File: config.mk
export PLATFORM = sky130hd
export DESIGN_NAME = flash_line_prefetch
export DESIGN_NICKNAME = d
export VERILOG_FILES = /design/src/rtl/flash_pf_pkg.sv /design/src/rtl/flash_line_prefetch.sv
export SDC_FILE = /design/constraint.sdc
export NUM_CORES = 1
export LEC_CHECK = 0
export CAP_MARGIN = 15
export CELL_PAD_IN_SITES_DETAIL_PLACEMENT = 0
export CELL_PAD_IN_SITES_GLOBAL_PLACEMENT = 1
export CORE_MARGIN = 2
export CORE_UTILIZATION = 37
export DETAILED_ROUTE_END_ITERATION = 16
export GPL_TIMING_DRIVEN = 0
export PLACE_DENSITY_LB_ADDON = 0.1
export SLEW_MARGIN = 5
export SYNTH_ARGS = -nofsm -noshare
export SYNTH_HDL_FRONTEND = slang
export SYNTH_SLANG_ARGS = --single-unit
File: constraint.sdc
create_clock -name clk -period 2.1 [get_ports clk]
set_clock_uncertainty 0.15 [all_clocks]
set_input_delay 0.42 -clock clk [delete_from_list [all_inputs] [get_ports clk]]
set_output_delay 0.42 -clock clk [all_outputs]
set_load 0.05 [all_outputs]
File: src/rtl/flash_pf_pkg.sv
// Shared definitions for the flash line prefetcher: FSM encoding and
// line-address arithmetic.
package flash_pf_pkg;

  typedef enum logic [2:0] {
    ST_IDLE    = 3'd0,
    ST_DMD     = 3'd1,
    ST_PF      = 3'd2,
    ST_PF_HIT  = 3'd3,
    ST_PF_MISS = 3'd4
  } pf_state_e;

  localparam int          LINE_BYTES    = 16;
  localparam logic [23:0] NEXT_LINE_INC = 24'h10;

  function automatic logic [19:0] line_tag(input logic [23:0] addr);
    return addr[23:4];
  endfunction

endpackage

File: src/rtl/flash_line_prefetch.sv
// Demand line fetcher with a one-line next-line prefetch buffer in front of
// a single-outstanding flash reader.
module flash_line_prefetch
  import flash_pf_pkg::*;
#(
  parameter int LINE_SIZE = 128,
  parameter int CNT_W     = 16
) (
  input  logic                 clk,
  input  logic                 rst_n,
  input  logic [23:0]          req_addr,
  input  logic                 req_rd,
  output logic                 req_done,
  output logic [LINE_SIZE-1:0] req_line,
  output logic [23:0]          fr_addr,
  output logic                 fr_rd,
  input  logic                 fr_done,
  input  logic [LINE_SIZE-1:0] fr_line,
  input  logic                 pf_en,
  input  logic                 flush,
  output logic [CNT_W-1:0]     pf_hits,
  output logic [2:0]           dbg_state_o
);

  // Handshake: req_rd/fr_rd/fr_done/req_done are single-cycle strobes with no
  // back-pressure; fr_line is only meaningful in the fr_done cycle.
  pf_state_e              state_q, state_d;
  logic                   req_done_q, req_done_d;
  logic [LINE_SIZE-1:0]   req_line_q, req_line_d;
  logic [23:0]            fr_addr_q, fr_addr_d;
  logic                   fr_rd_q, fr_rd_d;
  logic                   pf_valid_q, pf_valid_d;
  logic [19:0]            pf_tag_q, pf_tag_d;
  logic [LINE_SIZE-1:0]   pf_line_q, pf_line_d;
  logic [CNT_W-1:0]       pf_hits_q, pf_hits_d;
  logic [23:0]            pend_addr_q, pend_addr_d;
  logic [23:0]            served_q, served_d;
  logic                   flushed_q, flushed_d;

  logic                   launch, buf_hit, fr_match, fill_hit, fill;
  logic [CNT_W-1:0]       hits_inc;

  assign launch   = (state_q == ST_IDLE) && req_done_q && pf_en;
  assign buf_hit  = pf_valid_q && !flush && (line_tag(req_addr) == pf_tag_q);
  assign fr_match = line_tag(req_addr) == line_tag(fr_addr_q);
  // A demand racing the prefetch completion sees the line it is filling.
  assign fill_hit = !flushed_q && !flush && fr_match;
  assign fill     = fr_done && (state_q inside {ST_PF, ST_PF_HIT, ST_PF_MISS});
  assign hits_inc = (&pf_hits_q) ? pf_hits_q : pf_hits_q + CNT_W'(1);

  always_ff @(posedge clk or negedge rst_n) begin
    if (!rst_n) state_q <= ST_IDLE;
    else        state_q <= state_d;
  end

  always_comb begin
    state_d = state_q;
    case (state_q)
      ST_IDLE: begin
        if (launch)                  state_d = ST_PF;
        else if (req_rd && !buf_hit) state_d = ST_DMD;
      end
      ST_DMD:     if (fr_done) state_d = ST_IDLE;
      ST_PF: begin
        if (fr_done)     state_d = (req_rd && !fill_hit) ? ST_DMD : ST_IDLE;
        else if (req_rd) state_d = fr_match ? ST_PF_HIT : ST_PF_MISS;
      end
      ST_PF_HIT:  if (fr_done) state_d = ST_IDLE;
      ST_PF_MISS: if (fr_done) state_d = ST_DMD;
      default:    state_d = ST_IDLE;
    endcase
  end

  always_comb begin
    req_done_d  = 1'b0;
    fr_rd_d     = 1'b0;
    req_line_d  = req_line_q;
    fr_addr_d   = fr_addr_q;
    pf_valid_d  = pf_valid_q;
    pf_tag_d    = pf_tag_q;
    pf_line_d   = pf_line_q;
    pf_hits_d   = pf_hits_q;
    pend_addr_d = pend_addr_q;
    served_d    = served_q;
    flushed_d   = flushed_q;
    if (fill) begin
      pf_line_d  = fr_line;
      pf_tag_d   = line_tag(fr_addr_q);
      pf_valid_d = !flushed_q;
    end
    case (state_q)
      ST_IDLE: begin
        if (launch) begin
          fr_rd_d    = 1'b1;
          fr_addr_d  = served_q + NEXT_LINE_INC;
          pf_valid_d = 1'b0;
          flushed_d  = 1'b0;
        end else if (req_rd && buf_hit) begin
          req_done_d = 1'b1;
          req_line_d = pf_line_q;
          served_d   = req_addr;
          pf_hits_d  = hits_inc;
        end else if (req_rd) begin
          fr_rd_d   = 1'b1;
          fr_addr_d = req_addr;
        end
      end
      ST_DMD: begin
        if (fr_done) begin
          req_done_d = 1'b1;
          req_line_d = fr_line;
          served_d   = fr_addr_q;
        end
      end
      ST_PF: begin
        if (fr_done && req_rd && fill_hit) begin
          req_done_d = 1'b1;
          req_line_d = fr_line;
          served_d   = req_addr;
          pf_hits_d  = hits_inc;
        end else if (fr_done && req_rd) begin
          fr_rd_d   = 1'b1;
          fr_addr_d = req_addr;
        end else if (!fr_done && req_rd && !fr_match) begin
          pend_addr_d = req_addr;
        end
      end
      ST_PF_HIT: begin
        if (fr_done) begin
          req_done_d = 1'b1;
          req_line_d = fr_line;
          served_d   = fr_addr_q;
          pf_hits_d  = hits_inc;
        end
      end
      ST_PF_MISS: begin
        if (fr_done) begin
          fr_rd_d   = 1'b1;
          fr_addr_d = pend_addr_q;
        end
      end
      default: ;
    endcase
    // Flush wins over a fill on the same edge and poisons the flight in progress.
    if (flush) begin
      pf_valid_d = 1'b0;
      if (!launch) flushed_d = 1'b1;
    end
  end

  always_ff @(posedge clk or negedge rst_n) begin
    if (!rst_n) begin
      req_done_q  <= 1'b0;
      req_line_q  <= '0;
      fr_addr_q   <= '0;
      fr_rd_q     <= 1'b0;
      pf_valid_q  <= 1'b0;
      pf_tag_q    <= '0;
      pf_line_q   <= '0;
      pf_hits_q   <= '0;
      pend_addr_q <= '0;
      served_q    <= '0;
      flushed_q   <= 1'b0;
    end else begin
      req_done_q  <= req_done_d;
      req_line_q  <= req_line_d;
      fr_addr_q   <= fr_addr_d;
      fr_rd_q     <= fr_rd_d;
      pf_valid_q  <= pf_valid_d;
      pf_tag_q    <= pf_tag_d;
      pf_line_q   <= pf_line_d;
      pf_hits_q   <= pf_hits_d;
      pend_addr_q <= pend_addr_d;
      served_q    <= served_d;
      flushed_q   <= flushed_d;
    end
  end

  assign req_done    = req_done_q;
  assign req_line    = req_line_q;
  assign fr_addr     = fr_addr_q;
  assign fr_rd       = fr_rd_q;
  assign pf_hits     = pf_hits_q;
  assign dbg_state_o = state_q;

endmodule
* After elaboration in Yosys (flattened, before gate mapping)
Index checks and enable logic that the tools add are counted.
** Storage, ports and cells
- Memory bits (read-only) :: 0
- Word-level logic and storage cells :: 117
- Memory bits (writable) :: 0
- Flip-flop bits (word level) :: 371
- Memories :: 0
- Latch bits :: 0
- Input port bits :: 158
- Output and inout port bits :: 173
** Operators by class
- Bitwise gates (word level) :: 2
- Add/sub/neg operators :: 2
- Multiply operators :: 0
- Div/mod/pow operators :: 0
- $lt $le $gt $ge :: 0
- Reductions and logical operators :: 32
- Muxes and demuxes :: 51
- Shifts and indexed selects :: 0
- Eq/ne operators :: 18
** Operators by type and width (number)
- 128-bit 2-to-1 mux :: 4
- 128-bit one-hot mux with 3 select lines :: 1
- 24-bit 2-to-1 mux :: 10
- 24-bit one-hot mux with 3 select lines :: 2
- 16-bit 2-to-1 mux :: 5
- 16-bit one-hot mux with 3 select lines :: 1
- 20-bit == test :: 2
- 24-bit by 5-bit adder with 24-bit output (second input constant) :: 1
- 3-bit 2-to-1 mux :: 7
- 1-bit 2-to-1 mux :: 18
- 16-bit by 1-bit adder with 16-bit output (second input constant) :: 1
- 16-bit AND reduction :: 1
- 1-bit logical AND :: 14
- 3-bit one-hot mux with 4 select lines :: 1
- 3-bit nonzero test :: 4
- 5-bit AND reduction :: 2
- 3-bit != test (second input constant) :: 3
- 2-bit by 1-bit != test with 1-bit output (second input constant) :: 4
- 2-bit != test (second input constant) :: 4
- 4-bit AND reduction :: 2
- 3-bit by 2-bit == test with 1-bit output (second input constant) :: 2
- 1-bit logical NOT :: 6
- 1-bit one-hot mux with 3 select lines :: 2
- 6-bit AND reduction :: 1
- 6 further kinds :: 7

* Longest topological paths before layout
- Depth in word-level cells :: 8
- Mapped depth :: 11
- Gate-level depth less buffers :: 8

* Worst setup path after synthesis
No wires, ideal clock.
- Kind :: reg2reg
- Start point :: register state_q[1], in the netlist dbg_state_o[1]
- End point :: register pend_addr_q[11]
- Arrival time :: 2395 ps
- Library setup time :: 125 ps
- Slack :: -570 ps
- Buffers on the path :: 2
- Stages on the path, launching flop included :: 7
- Clock period less this slack :: 2670 ps
- Data required time :: 1825 ps
- Cell sequence :: dfrtp_1 > buf_2 > nor2b_1 > nand2_1 > a2111oi_4 > buf_2 > mux2_2
** On the way
- Longest elaborated chain between the ends :: 2
** RTL lines
- start: declaration :: line flash_line_prefetch.sv:27 : pf_state_e state_q, state_d;
- start signal: assignment :: line flash_line_prefetch.sv:53 : else state_q <= state_d;
- 3-bit by 2-bit == test with 1-bit output :: line flash_line_prefetch.sv:91 : case (state_q)
- 4-bit AND reduction (no source line)
- end signal: assignment :: line flash_line_prefetch.sv:173 : pend_addr_q <= pend_addr_d;
- end: declaration :: line flash_line_prefetch.sv:36 : logic [23:0] pend_addr_q, pend_addr_d;
No other way between the ends.
A chain may end at the register's enable or synchronous reset.

* Worst setup path after layout
- Start point :: register fr_addr_q[22], in the netlist fr_addr[22]
- End point :: register fr_addr_q[9], in the netlist fr_addr[9]
** On the way
- Longest elaborated chain between the ends :: 5
** RTL lines
- start: declaration :: line flash_line_prefetch.sv:30 : logic [23:0] fr_addr_q, fr_addr_d;
- start signal: assignment :: line flash_line_prefetch.sv:167 : fr_addr_q <= fr_addr_d;
- 20-bit == test :: line flash_line_prefetch.sv:45 : assign fr_match = line_tag(req_addr) == line_tag(fr_addr_q);
- 1-bit logical AND :: line flash_line_prefetch.sv:47 : assign fill_hit = !flushed_q && !flush && fr_match;
- 1-bit logical AND :: line flash_line_prefetch.sv:116 : if (fr_done && req_rd && fill_hit) begin
- 2-bit != test (no source line)
- 6-bit AND reduction (no source line)
No other way between the ends.

==> impl_metrics.tcl <==
set metrics [dict create \
    ys_types 51 \
    clock-root-buffer "clkbuf_16" \
    critPathLaunch "fr_addr[22]" \
    ys_seq_area_share_pct 55.8 \
    cp-end-kind "flop" \
    timing_hold_violations_final 74 \
    worst-path-max-fanout 5 \
    ys_warn_count 0 \
    die_height_um 216 \
    violations "hold timing, setup timing" \
    fmax_ghz 0.388 \
    grt_use_met1_pct 28.4 \
    avgSynthCellArea_um2 11.7 \
    dp.cells 2339 \
    ant_nets 0 \
    setup_ws_ns -0.478 \
    path_cells "xnor2_2, nand4_1, nor3_4, nand2_2, o31a_1, nand3b_4, buf_12, mux2_1" \
    async_reset_ff_share_pct 100 \
    cts_tree "built" \
    clkPwrFrac_pct 18.4 \
    tightest_slew_ns 0.879 \
    grt_use_total_pct 21.9 \
    setup_viol 221 \
    busiest_layer "met2" \
    maxSlewViolCount 0 \
    hp-class "input pin to asynchronous set/reset pin" \
    ys_seq_elements 371 \
    critPathKind "flop to flop" \
    areaGrowthSynthToFinish_pct 48.3 \
    syn-cell-area_um2 16600 \
    grtUsageMet2_pct 35.2 \
    status "complete, but fails checks" \
    hpwl_mm 35.6 \
    comb_power_share_pct 50.8 \
    final_util_pct 55.6 \
    critPathSlowestCell "dfrtp_2" \
    p_sw_mw 17.9 \
    timing.rr.start "fr_addr[22]" \
    rsz0062_at_grt "true" \
    first_global_vias 12700 \
    grt_first_pass_wirelength_mm 78.2 \
    wl_mm 53.3 \
    p_leak_nw 12.8 \
    grt_max_degree 109 \
    worst_ir_drop_vdd_uv 771 \
    hold_slack_ns -0.302 \
    synth_cells 1421 \
    initial_core_util_pct 37.5 \
    instances_no_fill 2463 \
    hold_buffers 2 \
    antenna_found_initial 6 \
    synth_edf_count 0 \
    pwr-share-seq_pct 30.8 \
    clock-sinks 371 \
    vias_per_cell 5.14 \
    io_buffer_count 323 \
    setup_tns_ns -85.55 \
    wl_per_cell_um 21.6 \
    syn-num-nets 1581 \
    cap_viol_max_count 0 \
    route.detailed.drc 0 \
    min_period_over_period_pct 123 \
    post-route-min-period_ns 2.58 \
    yosysTopAreaCell "dfrtp_1" \
    clk_pin_slew_ns 0.06 \
    max_stage_delay_ns 0.44 \
    synth_top_area_share_pct 55.8 \
    ys_top_cells_by_area "dfrtp_1 (56%), mux2_2 (12%), mux2i_1 (9.2%)" \
    die-area_um2 46700 \
    gp_congestion 0.853 \
    num_rows 77 \
    post-place-ws_ns -1.51 \
    cts_htree_levels 2 \
    first_iter_violations 678 \
    drive_gt1_share_pct 30.8 \
    powerDensity_nw_per_um2 1720 \
    boundaryPins 331 \
    drt_pass1_iterations 5 \
    cp.required_ns 2.40 \
    core-area_um2 44300 \
    grt_overflow 0 \
    cts_buffer_depth 3 \
    fin_nets 1996 \
    clk_latency_ns 0.57 \
    start_kind "flop" \
    maxSlewHeadroom_pct 41.4 \
    die_w_um 216 \
    p_int_mw 24.5 \
    cts_buffers 43 \
    worstPathArrival_ns 2.88 \
    swShare_pct 42.2 \
    ys.flop_type "dfrtp_1" \
    num_vias 12700 \
    met3_usage_pct 7.02 \
]
[area by class of cell]
class	count	area (um^2)
Clock inverter	6	105
Antenna cell	2	5.00
Tap cell	592	741
Timing Repair Buffer	370	4370
Inverter	21	83.8
Sequential cell	371	9320
Clock buffer	72	1360
Buffer	92	982
Multi-Input combinational cell	937	7700
Fill cell	3868	19700
[power groups by stage]
stage	Sequential (mW)	Clock, mW	Combinational, mW
floorplan	17.5	0	8.31
global placement	12.8	0	19.3
detailed placement	12.9	0	19.5
CTS	12.8	8.01	20.0
global route	13.5	8.32	22.8
finish	13.0	7.79	21.5
[state kept, by name, summed over array words and instances, names as in the netlist]
signal / flops
pf_hits: 16
pend_addr_q: 24
req_line: 128
dbg_state_o: 3
pf_tag_q: 20
pf_line_q: 128
flushed_q: 1
pf_valid_q: 1
req_done: 1
fr_addr: 24
served_q: 24
fr_rd: 1
[Yosys cell counts, drive strengths merged (2+ instances only)]
cell type and instances:
a211oi 5, nor3 5, o31ai 3, o21ai 173
dfrtp 371, nor4 3, mux2i 153, inv 21
xor2 10, o22ai 4, xnor2 60, a21oi 20
buf 43, o22a 2, and3 8, a22oi 11
mux2 182, nand2 193, ha 2, nand4 22
nor2 34, nand3 17, and4 3, o311ai 2
a221o 4, nand2b 3, clkbuf 49, a222oi 5
[critical path: cells and delay by family (launching register included)]
kind / cells / cell delay, ns
compound gates: 1 / 0.29
xor+xnor: 1 / 0.24
buf+inv: 1 / 0.20
flops: 1 / 0.44
mux: 1 / 0.31
simple gates: 4 / 0.83
[repair_timing]
| action | 4_1_cts | 5_1_grt |
|---|---|---|
| setup buffers | 12 | 14 |
| setup endpoints to repair | 544 | 509 |
| gates resized for setup | 111 | 465 |
| cloned | 0 | 16 |
| pin swaps | 13 | 63 |
| hold endpoints to repair | 76 | 74 |
[metrics by stage]
step	hold slack (ns)	power [mW]	instance area, um^2
floorplan	-0.0256	25.8	16900
global placement	0.316	32.1	20900
detailed placement	0.306	32.4	21000
CTS	-0.300	40.8	22800
global route	-0.277	44.6	24700
finish	-0.302	42.4	24700
[routing by layer]
layer | wire length, um | vias up
met5 | 74 | -
met4 | 1140 | 10
met3 | 3880 | 66
met2 | 25500 | 329
met1 | 22700 | 6418
li1 | - | 5837
[cells in the final DEF (no fill, tap or decap), types with 8 or more instances in the layout]
cell             instances
dfrtp_1                345
dlymetal6s2s_1         164
mux2_2                 158
mux2i_1                153
clkdlybuf4s50_1        138
nand2_1                114
o21ai_1                110
clkbuf_16               62
nand2_2                 54
o21ai_2                 45
xnor2_1                 44
nor2_1                  28
dfrtp_2                 26
nand2_4                 25
buf_4                   24
mux2_4                  23
clkbuf_2                22
clkbuf_1                22
nand4_1                 22
a21oi_1                 20
buf_8                   19
inv_1                   19
o21ai_0                 17
nand3_1                 17
buf_12                  16
xnor2_2                 16
clkbuf_8                14
buf_6                   13
a22oi_1                 11
clkbuf_4                10
xor2_1                  10
dlygate4sd2_1            9
and3_1                   8
[kinds of logic (layout without fill, tap and decap cells)]
group	count (synthesis)	count (layout)	share of synthesized area [%]
adder cells (fa/ha/maj)	2	2	0.150
buffers and inverters	113	561	3.01
multiplexers	335	335	21.5
AO/OA/AOI/OAI	239	239	8.22
other	0	2	0
AND/OR/NAND/NOR	291	291	7.58
flip-flops	371	371	55.8
XOR/XNOR	70	70	3.69
[path summary, 6_finish.rpt]
check / slack (ns) / end / depth (start not counted)
worst max-delay path: -0.48 / fr_addr[9] / 8
worst min-delay path: -0.30 / pf_line_q[108] / 1
worst max register to register: -0.48 / fr_addr[9] / 8
worst min register to register: 0.33 / req_line[20] / 2
max in group asynchronous: 0.61 / pf_line_q[60] / 3
min in group clk: 0.05 / served_q[17] / 3
Power figures use the tool's default switching activity.
